File: src/rtl/ddr3_frame_reader.sv
// ddr3_frame_reader
// -----------------------------------------------------------------------------
// DDR3 Avalon-MM read master for the VGA scan-out path. It streams whole frames
// from one of NUM_BUFFERS frame buffers into the downstream pixel FIFO, issuing
// bursts of BURST_LEN 128-bit beats. A credit check against the FIFO's free-word
// count stops it from requesting more beats than the FIFO can take. When the
// optional debug port is built, it also services single-beat debug reads.
//
// Optional feature macro: DDR3_RD_TEST_PORT_EN
//   defined   : debug read path (test_rd / test_rd_data / test_done) present
//   undefined : test_rd ignored, test_rd_data and test_done tied to 0
//
// Ports
//   ddr3_clk, ddr3_reset_n     clock, asynchronous active-low reset
//   buf_full[NUM_BUFFERS]      buffer i holds a complete frame (level)
//   buf_offset[26*NUM_BUFFERS] packed beat-address base of each buffer
//   buf_clear[NUM_BUFFERS]     one-cycle pulse, buffer released to the writer
//   fifo_free[FIFO_AW+1]       free words in the pixel FIFO
//   rd_data/rd_valid           frame beats to the FIFO
//   frame_done                 pulse with the last beat of a frame
//   test_addr/test_rd          debug read request
//   test_rd_data/test_done     debug read result (held) and update pulse
//   ddr3_avl_*                 Avalon-MM read master
module ddr3_frame_reader #(
  parameter int IMAGE_WIDTH  = 1280,
  parameter int IMAGE_HEIGHT = 1024,
  parameter int NUM_BUFFERS  = 2,
  parameter int BURST_LEN    = 4,
  parameter int FIFO_AW      = 9
) (
  input  logic                     ddr3_clk,
  input  logic                     ddr3_reset_n,
  input  logic [NUM_BUFFERS-1:0]   buf_full,
  input  logic [26*NUM_BUFFERS-1:0] buf_offset,
  output logic [NUM_BUFFERS-1:0]   buf_clear,
  input  logic [FIFO_AW:0]         fifo_free,
  output logic [127:0]             rd_data,
  output logic                     rd_valid,
  output logic                     frame_done,
  input  logic [25:0]              test_addr,
  input  logic                     test_rd,
  output logic [127:0]             test_rd_data,
  output logic                     test_done,
  input  logic                     ddr3_avl_ready,
  output logic                     ddr3_avl_burstbegin,
  output logic                     ddr3_avl_read_req,
  output logic [25:0]              ddr3_avl_addr,
  output logic [2:0]               ddr3_avl_size,
  input  logic                     ddr3_avl_read_data_valid,
  input  logic [127:0]             ddr3_avl_read_data
);

  localparam int BURSTS = IMAGE_WIDTH * IMAGE_HEIGHT / (4 * BURST_LEN);
  localparam int BEATS  = BURSTS * BURST_LEN;
  localparam int CW     = (BURSTS > 1) ? $clog2(BURSTS) : 1;
  localparam int BW     = (BEATS > 1) ? $clog2(BEATS) : 1;
  localparam int BUFW   = $clog2(NUM_BUFFERS);
  localparam int OW     = FIFO_AW + 1;
  localparam int CMPW   = FIFO_AW + 2;

`ifdef DDR3_RD_TEST_PORT_EN
  typedef enum logic [2:0] {IDLE, FRAME_WAIT, FRAME_REQ, TEST_REQ, TEST_WAIT} state_t;
`else
  typedef enum logic [1:0] {IDLE, FRAME_WAIT, FRAME_REQ} state_t;
`endif

  state_t          state, state_next;
  logic [BUFW-1:0] cur, nxt, sel_idx;
  logic            have_frame;
  logic [OW-1:0]   outstanding, outstanding_next;
  logic [CW-1:0]   count;
  logic [BW-1:0]   beat_cnt;
  logic            sel, sel_switch, start_test;
  logic            accept, frame_accept, frame_beat, test_beat;
  logic            credit_ok, credit_ok_next;
  logic [25:0]     offsets [NUM_BUFFERS];

  // Unpack the per-buffer base addresses.
  for (genvar gi = 0; gi < NUM_BUFFERS; gi++) begin : g_off
    assign offsets[gi] = buf_offset[26*gi +: 26];
  end

  assign nxt          = (cur == BUFW'(NUM_BUFFERS - 1)) ? '0 : cur + 1'b1;
  assign accept       = ddr3_avl_read_req && ddr3_avl_ready;
  assign frame_accept = accept && (state == FRAME_REQ);

`ifdef DDR3_RD_TEST_PORT_EN
  assign test_beat = ddr3_avl_read_data_valid && (state == TEST_WAIT);
`else
  assign test_beat = 1'b0;
`endif

  // Beats arriving with nothing outstanding (e.g. in flight across a reset)
  // are dropped rather than forwarded to the FIFO.
  assign frame_beat = ddr3_avl_read_data_valid && !test_beat && (outstanding != '0);

  always_comb begin
    outstanding_next = outstanding;
    if (frame_accept) outstanding_next = outstanding_next + OW'(BURST_LEN);
    if (frame_beat)   outstanding_next = outstanding_next - OW'(1);
  end

  assign credit_ok      = {1'b0, fifo_free} >= ({1'b0, outstanding} + CMPW'(BURST_LEN));
  assign credit_ok_next = {1'b0, fifo_free} >= ({1'b0, outstanding_next} + CMPW'(BURST_LEN));

  always_ff @(posedge ddr3_clk or negedge ddr3_reset_n) begin
    if (!ddr3_reset_n) state <= IDLE;
    else               state <= state_next;
  end

  always_comb begin
    state_next = state;
    sel        = 1'b0;
    sel_switch = 1'b0;
    sel_idx    = cur;
    start_test = 1'b0;
    case (state)
      IDLE: begin
`ifdef DDR3_RD_TEST_PORT_EN
        // A debug read only goes out once every frame beat has come back,
        // so its data cannot be confused with frame data.
        if (test_pend && outstanding == '0) begin
          start_test = 1'b1;
          state_next = TEST_REQ;
        end else
`endif
        if (buf_full[nxt]) begin
          sel        = 1'b1;
          sel_switch = 1'b1;
          sel_idx    = nxt;
          state_next = FRAME_WAIT;
        end else if (buf_full[cur]) begin
          sel        = 1'b1;
          state_next = FRAME_WAIT;
        end
      end
      FRAME_WAIT: if (credit_ok) state_next = FRAME_REQ;
      FRAME_REQ: begin
        if (accept) begin
          if (count == CW'(BURSTS - 1)) state_next = IDLE;
          else if (credit_ok_next)      state_next = FRAME_REQ;
          else                          state_next = FRAME_WAIT;
        end
      end
`ifdef DDR3_RD_TEST_PORT_EN
      TEST_REQ:  if (accept) state_next = TEST_WAIT;
      TEST_WAIT: if (ddr3_avl_read_data_valid) state_next = IDLE;
`endif
      default: state_next = IDLE;
    endcase
  end

  always_ff @(posedge ddr3_clk or negedge ddr3_reset_n) begin
    if (!ddr3_reset_n) begin
      cur                 <= '0;
      have_frame          <= 1'b0;
      outstanding         <= '0;
      count               <= '0;
      beat_cnt            <= '0;
      buf_clear           <= '0;
      rd_data             <= '0;
      rd_valid            <= 1'b0;
      frame_done          <= 1'b0;
      ddr3_avl_read_req   <= 1'b0;
      ddr3_avl_burstbegin <= 1'b0;
      ddr3_avl_addr       <= '0;
      ddr3_avl_size       <= '0;
    end else begin
      outstanding <= outstanding_next;
      buf_clear   <= '0;

      if (sel) begin
        if (sel_switch) begin
          cur <= nxt;
          // The very first frame after reset releases nothing.
          if (have_frame) buf_clear[cur] <= 1'b1;
        end
        ddr3_avl_addr <= offsets[sel_idx];
        ddr3_avl_size <= 3'(BURST_LEN);
        count         <= '0;
        have_frame    <= 1'b1;
      end else if (frame_accept && count != CW'(BURSTS - 1)) begin
        ddr3_avl_addr <= ddr3_avl_addr + 26'(BURST_LEN);
        count         <= count + 1'b1;
      end
`ifdef DDR3_RD_TEST_PORT_EN
      if (start_test) begin
        ddr3_avl_addr <= test_addr;
        ddr3_avl_size <= 3'd1;
      end
      ddr3_avl_read_req   <= (state_next == FRAME_REQ) || (state_next == TEST_REQ);
      ddr3_avl_burstbegin <= (state_next == FRAME_REQ) || (state_next == TEST_REQ);
`else
      ddr3_avl_read_req   <= (state_next == FRAME_REQ);
      ddr3_avl_burstbegin <= (state_next == FRAME_REQ);
`endif

      rd_valid   <= frame_beat;
      frame_done <= frame_beat && (beat_cnt == BW'(BEATS - 1));
      if (frame_beat) begin
        rd_data  <= ddr3_avl_read_data;
        beat_cnt <= (beat_cnt == BW'(BEATS - 1)) ? '0 : beat_cnt + 1'b1;
      end
    end
  end

`ifdef DDR3_RD_TEST_PORT_EN
  logic test_pend;

  always_ff @(posedge ddr3_clk or negedge ddr3_reset_n) begin
    if (!ddr3_reset_n) begin
      test_pend    <= 1'b0;
      test_rd_data <= '0;
      test_done    <= 1'b0;
    end else begin
      // Clearing on entry wins: a pulse in that same cycle is absorbed.
      if (start_test)   test_pend <= 1'b0;
      else if (test_rd) test_pend <= 1'b1;
      test_done <= test_beat;
      if (test_beat) test_rd_data <= ddr3_avl_read_data;
    end
  end
`else
  logic unused_test;
  assign unused_test  = ^{test_rd, test_addr, start_test, test_beat};
  assign test_rd_data = '0;
  assign test_done    = 1'b0;
`endif

endmodule
File: config.mk
export PLATFORM = sky130hd
export DESIGN_NAME = ddr3_frame_reader
export DESIGN_NICKNAME = d
export VERILOG_FILES = /design/src/rtl/ddr3_frame_reader.sv
export SDC_FILE = /design/constraint.sdc
export NUM_CORES = 1
export LEC_CHECK = 0
export ABC_AREA = 1
export ABC_CLOCK_PERIOD_IN_PS = 6590
export BUFFER_PORTS_ARGS = -buffer_cell sky130_fd_sc_hd__buf_2
export CAP_MARGIN = 20
export CORE_AREA = 3 3 197 199
export DETAILED_ROUTE_END_ITERATION = 12
export DIE_AREA = 0 0 200 202
export PLACE_DENSITY_LB_ADDON = 0.15
export SLEW_MARGIN = 20
export SYNTH_ARGS = -nofsm -noshare
export SYNTH_HDL_FRONTEND = slang
export SYNTH_SLANG_ARGS = --single-unit
File: constraint.sdc
create_clock -name ddr3_clk -period 6.59 [get_ports ddr3_clk]
set_input_delay 0.659 -clock ddr3_clk [delete_from_list [all_inputs] [get_ports ddr3_clk]]
set_output_delay 0.659 -clock ddr3_clk [all_outputs]
set_load 0.01 [all_outputs]
---- Yosys cells after proc, flatten, opt, wreduce, memory -nomap -nowiden ----
Index checks and enable logic that the tools add are counted.
Widths: inputs -> output; s select.
operators by class
  $add $sub $neg .......................... 8
  order comparisons ....................... 6
  equal/unequal tests ..................... 6
  multiplexer cells ....................... 34
  bitwise logic cells ..................... 1
  reductions and logical operators ........ 10
operators with widths
  cell                   number
  $mux 26                5
  $mux 17                2
  $add 26x3->26 const B  1
  $add 10x3->11 const B  2
  $ge 10x11->1           2
  $mux 10                2
  $add 19x1->19 const B  1
  $eq 19x19->1 const B   1
  $mux 19                1
  $mux 2                 9
  $add 17x1->17 const B  1
  $eq 17x17->1 const B   1
  $ne 17x17->1 const B   1
  $mux 1                 13
  $add 10x3->10 const B  1
  $reduce_bool 10->1     1
  $sub 10x1->10 const B  1
  $logic_and 1x1->1      6
  $pmux 2 s3             1
  $eq 2x2->1 const B     2
  $lt 1x2->1 const B     2
  $eq 2x1->1 const B     1
  $ge 2x2->1 const B     1
  $logic_not 2->1        1
  6 further kinds        6
storage, ports and cells
  register bits ........................... 209
  input bits .............................. 223
  output and inout bits ................... 292

---- Logic depth before layout (Yosys ltp) ----
  depth after elaboration ................. 12
  depth in mapped cells ................... 28
  depth with buffers taken out ............ 27

---- Least setup slack after synthesis ----
Ideal clock, no wire load.
  path type ............................... input to register
  start point ............................. input ddr3_avl_ready
  end point ............................... register ddr3_avl_read_req
  data arrival time ....................... 3019 ps
  required time ........................... 6472 ps
  path slack .............................. 3453 ps
  stages on the path ...................... 25
  buffers on the path ..................... 0
  cells stage by stage .................... nand2_1 inv_1 nand2_4 nand2_1 nand3_2 nor2_4 xor2_2 ha_1 nand3_2 xor2_1 ha_1 nand2_1 nor2_1 nor3b_1 o21ai_0 nand2_1 nand3b_1 nand2_1 nand2_1 nand2_1 nand2_1 nand3_1 nand2_1 nand2_1 nand2_1
on the way
  cells in the longest elaborated chain, start to end .. 12
ends and longest elaborated chain
  what                           line  text
  start: declaration             44    input logic ddr3_avl_ready,
  $logic_and 1x1->1 *            84    assign accept = ddr3_avl_read_req && ddr3_avl_ready;
  $logic_and 1x1->1 *            85    assign frame_accept = accept && (state == FRAME_REQ);
  $mux 10 *                      99    if (frame_accept) outstanding_next = outstanding_next + OW'(BURST_LEN);
  $sub 10x1->10                  100   if (frame_beat) outstanding_next = outstanding_next - OW'(1);
  $mux 10 *                      100
  named net outstanding_next[3]  70    logic [OW-1:0] outstanding, outstanding_next;
  $add 10x3->11 *                104   assign credit_ok_next = {1'b0, fifo_free} >= ({1'b0, outstanding_next} + CMPW'(BURST_LEN));
  $ge 10x11->1 *                 104
  $mux 2 *                       141   else if (credit_ok_next) state_next = FRAME_REQ;
  $mux 2 *                       140   if (count == CW'(BURSTS - 1)) state_next = IDLE;
  $mux 2 *                       139   if (accept) begin
  $pmux 2 s3 *                   117   case (state)
  $eq 2x2->1 *                   194   ddr3_avl_read_req <= (state_next == FRAME_REQ);
  end signal: assignment         194
  end: declaration               46    output logic ddr3_avl_read_req,
The timed path passes the listed nets; every way through them passes the cells marked *.
A chain may end at the register's enable or synchronous reset.

---- Worst setup path after layout ----
  start point ............................. register outstanding[2]
  end point ............................... register state[1]
on the way
  cells in the longest elaborated chain, start to end .. 10
ends and longest elaborated chain
  what                           line  text
  start: declaration             70
  start signal: assignment       169   outstanding <= outstanding_next;
  $add 10x3->10                  99
  $mux 10                        99
  $sub 10x1->10                  100
  $mux 10 *                      100
  named net outstanding_next[3]  70
  $add 10x3->11 *                104
  $ge 10x11->1 *                 104
  $mux 2 *                       141
  $mux 2 *                       140
  $mux 2 *                       139
  $pmux 2 s3 *                   117
  named net state_next[1]        67    state_t state, state_next;
  end signal: assignment         108   else state <= state_next;
  end: declaration               67
Marked as above.

==> metrics.txt <==
status finished, final reports clean; clk slew on worst S/H paths ~0.060 ns; Synth Instances 1434; hold bufs inserted after CTS 0; startpoint types register; H-tree depth 1; grt ovf 0; root buffer cell clkbuf_16; Finish-stage setup viols 0; routed via count 9939; sequential share of the synthesized area a little under half; post-DR wirelength/cell 14.9 microns; initial antenna violation count 10; setup TNS 0 ns; Row Count 71; Hold Fails Final Rpt 0; Peak VDD IR 0.000174 V; Post-Layout Cell Count between 2000 and 2500; Main synth FF type dfrtp_1; Core Footprint about 37000 sq um; port bufs 356; clock sink total 209; CP peak stage delay around 0.47 ns; Inst Count DP roughly 2300; Detail Placement HPWL 25100 microns; Area contributors post-synth dfrtp_1 (46%), nand2_1 (18%), buf_4 (8.8%); Post CTS Setup Buffer Count 0; Skew-Pair Late Insertion Delay 0.55 ns; P per Cell Area 345 nW/um^2; drc violations 0; leading area contributor after synthesis dfrtp_1; R2R Setup Slk about 2.8 ns; CTS tree yes; largest net degree at the start of global routing 118; Peak Freq 262 MHz; die area 40400 sq um; Yosys top cell area share a little under half; arrival time worst endpoint 4.26 ns; Leak Pwr around 7.6 nW; #FFs+latches synth 209; RR Startpoint outstanding[2]; Cell variety after synth 52; clock tree buffer depth 3; IO Pins 515; Synth Warn # 0; WHS 0.0722 ns; DRT Pass-1 Iters 6; Post-synth EDFFs 0; Fin Clk Skew 0.0178 ns; Rel. slew slack 38.6%; syn_area_per_cell 7.91 sq um; slowest stage cell on the critical path dfrtp_1; fin crit period 3.82 ns; post-CTS sizing 0; Placed Area 13100 sq um; RePlAce Congestion 0.819; Die Height 202 microns; Worst Hold Class input pin to async pin; ys async rst share 100%; all-layer global routing usage roughly 17%; RSZ-0062 raised after global routing false; fin area between 10000 and 15000 sq um; WS Path Type register to register; Initial Util between 30% and 40%; Setup crit end kind register; first-pass GRT wire length 54100 microns; CTS Buf Count 27; drt total wl 34500 microns; # nets final 2025; Max-Cap Viols 0; CP required 7.03 ns; Final ANT Viol Nets 0; Crit Path Max Fanout between 60 and 70; DR vias/cell between 4 and 5; most frequent CP cell nand2_1; share of layout cells above drive strength 1 25.4%; crit path from outstanding[2]; Worst Tran Pin Value 0.921 ns; Slew Limit Fails 0; synthesis-to-layout area growth 23.5%; synthesized area 11300 sq um; chip width 200 microns; crit share post-route 57.9%; violation count after the first detailed-route iteration between 400 and 500; vias in the first global route 9898
## critical path, delay by kind of cell, from the launching register on
family / cells / cell delay (ns)
and+or+nand+nor: 19 / 1.94
AOI/OAI and AO/OA: 1 / 0.11
buffers and inverters: 1 / 0.09
DFF: 1 / 0.47
xor gates and xnor gates: 2 / 0.37
adders and majority gates: 3 / 0.73
## path summary, 6_finish.rpt
kind,endpoint,cells past startpoint
worst max-delay path,state[1],26
worst min-delay path,ddr3_avl_addr[22],1
worst max register to register,state[1],26
worst min register to register,rd_data[31],2
max in group asynchronous,rd_data[71],2
min in group ddr3_clk,rd_data[50],3
## kinds of logic (layout without fill, tap and decap cells)
group,after synthesis,count (layout),synth area share (%)
other,1,139,0.0331
adder cells (fa/ha/maj),25,25,2.76
AND/OR/NAND/NOR,768,768,28.5
XOR/XNOR,19,19,1.53
buffers and inverters,271,501,13.5
flip-flops,209,209,46.1
multiplexers,1,1,0.0993
AO/OA/AOI/OAI,140,140,7.40
## placed cells by master (no fill, tap or decap), types with 3 or more instances in the layout
| cell type | netlist | layout |
|---|---|---|
| a211oi_1 | 4 | 4 |
| a21oi_1 | 27 | 27 |
| a31oi_1 | 18 | 18 |
| buf_2 | 0 | 355 |
| buf_4 | 133 | 6 |
| clkbuf_1 | 44 | 6 |
| clkbuf_16 | 0 | 27 |
| clkbuf_8 | 0 | 5 |
| clkinv_2 | 0 | 4 |
| conb_1 | 1 | 131 |
| dfrtp_1 | 209 | 209 |
| diode_2 | 0 | 8 |
| ha_1 | 25 | 25 |
| inv_1 | 83 | 83 |
| inv_2 | 8 | 8 |
| nand2_1 | 545 | 545 |
| nand2_2 | 12 | 11 |
| nand2_4 | 2 | 3 |
| nand3_1 | 65 | 65 |
| nand4_1 | 14 | 14 |
| nor2_1 | 76 | 76 |
| nor2_2 | 8 | 8 |
| nor2_4 | 4 | 4 |
| nor3_1 | 18 | 18 |
| nor3_2 | 3 | 3 |
| nor3b_1 | 3 | 3 |
| nor4_1 | 3 | 3 |
| o211a_1 | 3 | 3 |
| o211ai_1 | 3 | 3 |
| o21a_1 | 3 | 3 |
| o21ai_0 | 53 | 53 |
| o21ai_1 | 3 | 3 |
| o21bai_1 | 15 | 15 |
| or2_2 | 4 | 4 |
| xnor2_1 | 7 | 7 |
| xor2_1 | 11 | 11 |
## cell usage after synthesis, types with 4 or more instances
| master | n |
|---|---|
| nand2_1 | 545 |
| dfrtp_1 | 209 |
| buf_4 | 133 |
| inv_1 | 83 |
| nor2_1 | 76 |
| nand3_1 | 65 |
| o21ai_0 | 53 |
| clkbuf_1 | 44 |
| a21oi_1 | 27 |
| ha_1 | 25 |
| a31oi_1 | 18 |
| nor3_1 | 18 |
| o21bai_1 | 15 |
| nand4_1 | 14 |
| nand2_2 | 12 |
| xor2_1 | 11 |
| inv_2 | 8 |
| nor2_2 | 8 |
| xnor2_1 | 7 |
| a211oi_1 | 4 |
| nor2_4 | 4 |
| or2_2 | 4 |
## metal layers
| metal | part of all wire, % | track usage (%) | up-vias |
|---|---|---|---|
| met5 | 0.18 | 0 | - |
| met4 | 2.1 | 4.24 | 8 |
| met3 | 8.6 | 5.90 | 52 |
| met2 | 46 | 26.5 | 316 |
| met1 | 43 | 21.8 | 4587 |
| li1 | - | - | 4976 |
## state kept, by name (all words and copies together), names as in the netlist, 2 cells and up
signal / count
rd_data: 128
outstanding: 10
buf_clear: 2
beat_cnt: 19
state: 2
ddr3_avl_addr: 26
count: 17
## report_power, final
group / total, mW / internal, mW / switching, mW
Combinational: 1.70 / 0.608 / 1.09
Sequential: 1.72 / 1.50 / 0.211
Clock: 1.42 / 0.842 / 0.576
Total: 4.83 / 2.96 / 1.88
## per-stage QoR
step | power, mW | utilization, % | setup slack [ns]
CTS | 4.92 | 37.4 | 2.66
floorplan | 2.90 | - | 3.45
global placement | 3.45 | 35.2 | 2.62
global route | 5.24 | 37.4 | 2.27
finish | 4.83 | 37.5 | 2.77
detailed placement | 3.46 | 35.2 | 2.66
## layout make-up
class	instances	area (sq um)
sequential	209	5230
clock inverter	8	73.8
antenna	8	20.0
timing repair buffer	363	1860
clock buffer	38	767
fill	4014	23400
multi-input combinational	1084	5070
inverter	92	350
tap	511	639
No activity file was read; power rests on OpenSTA's default activity.
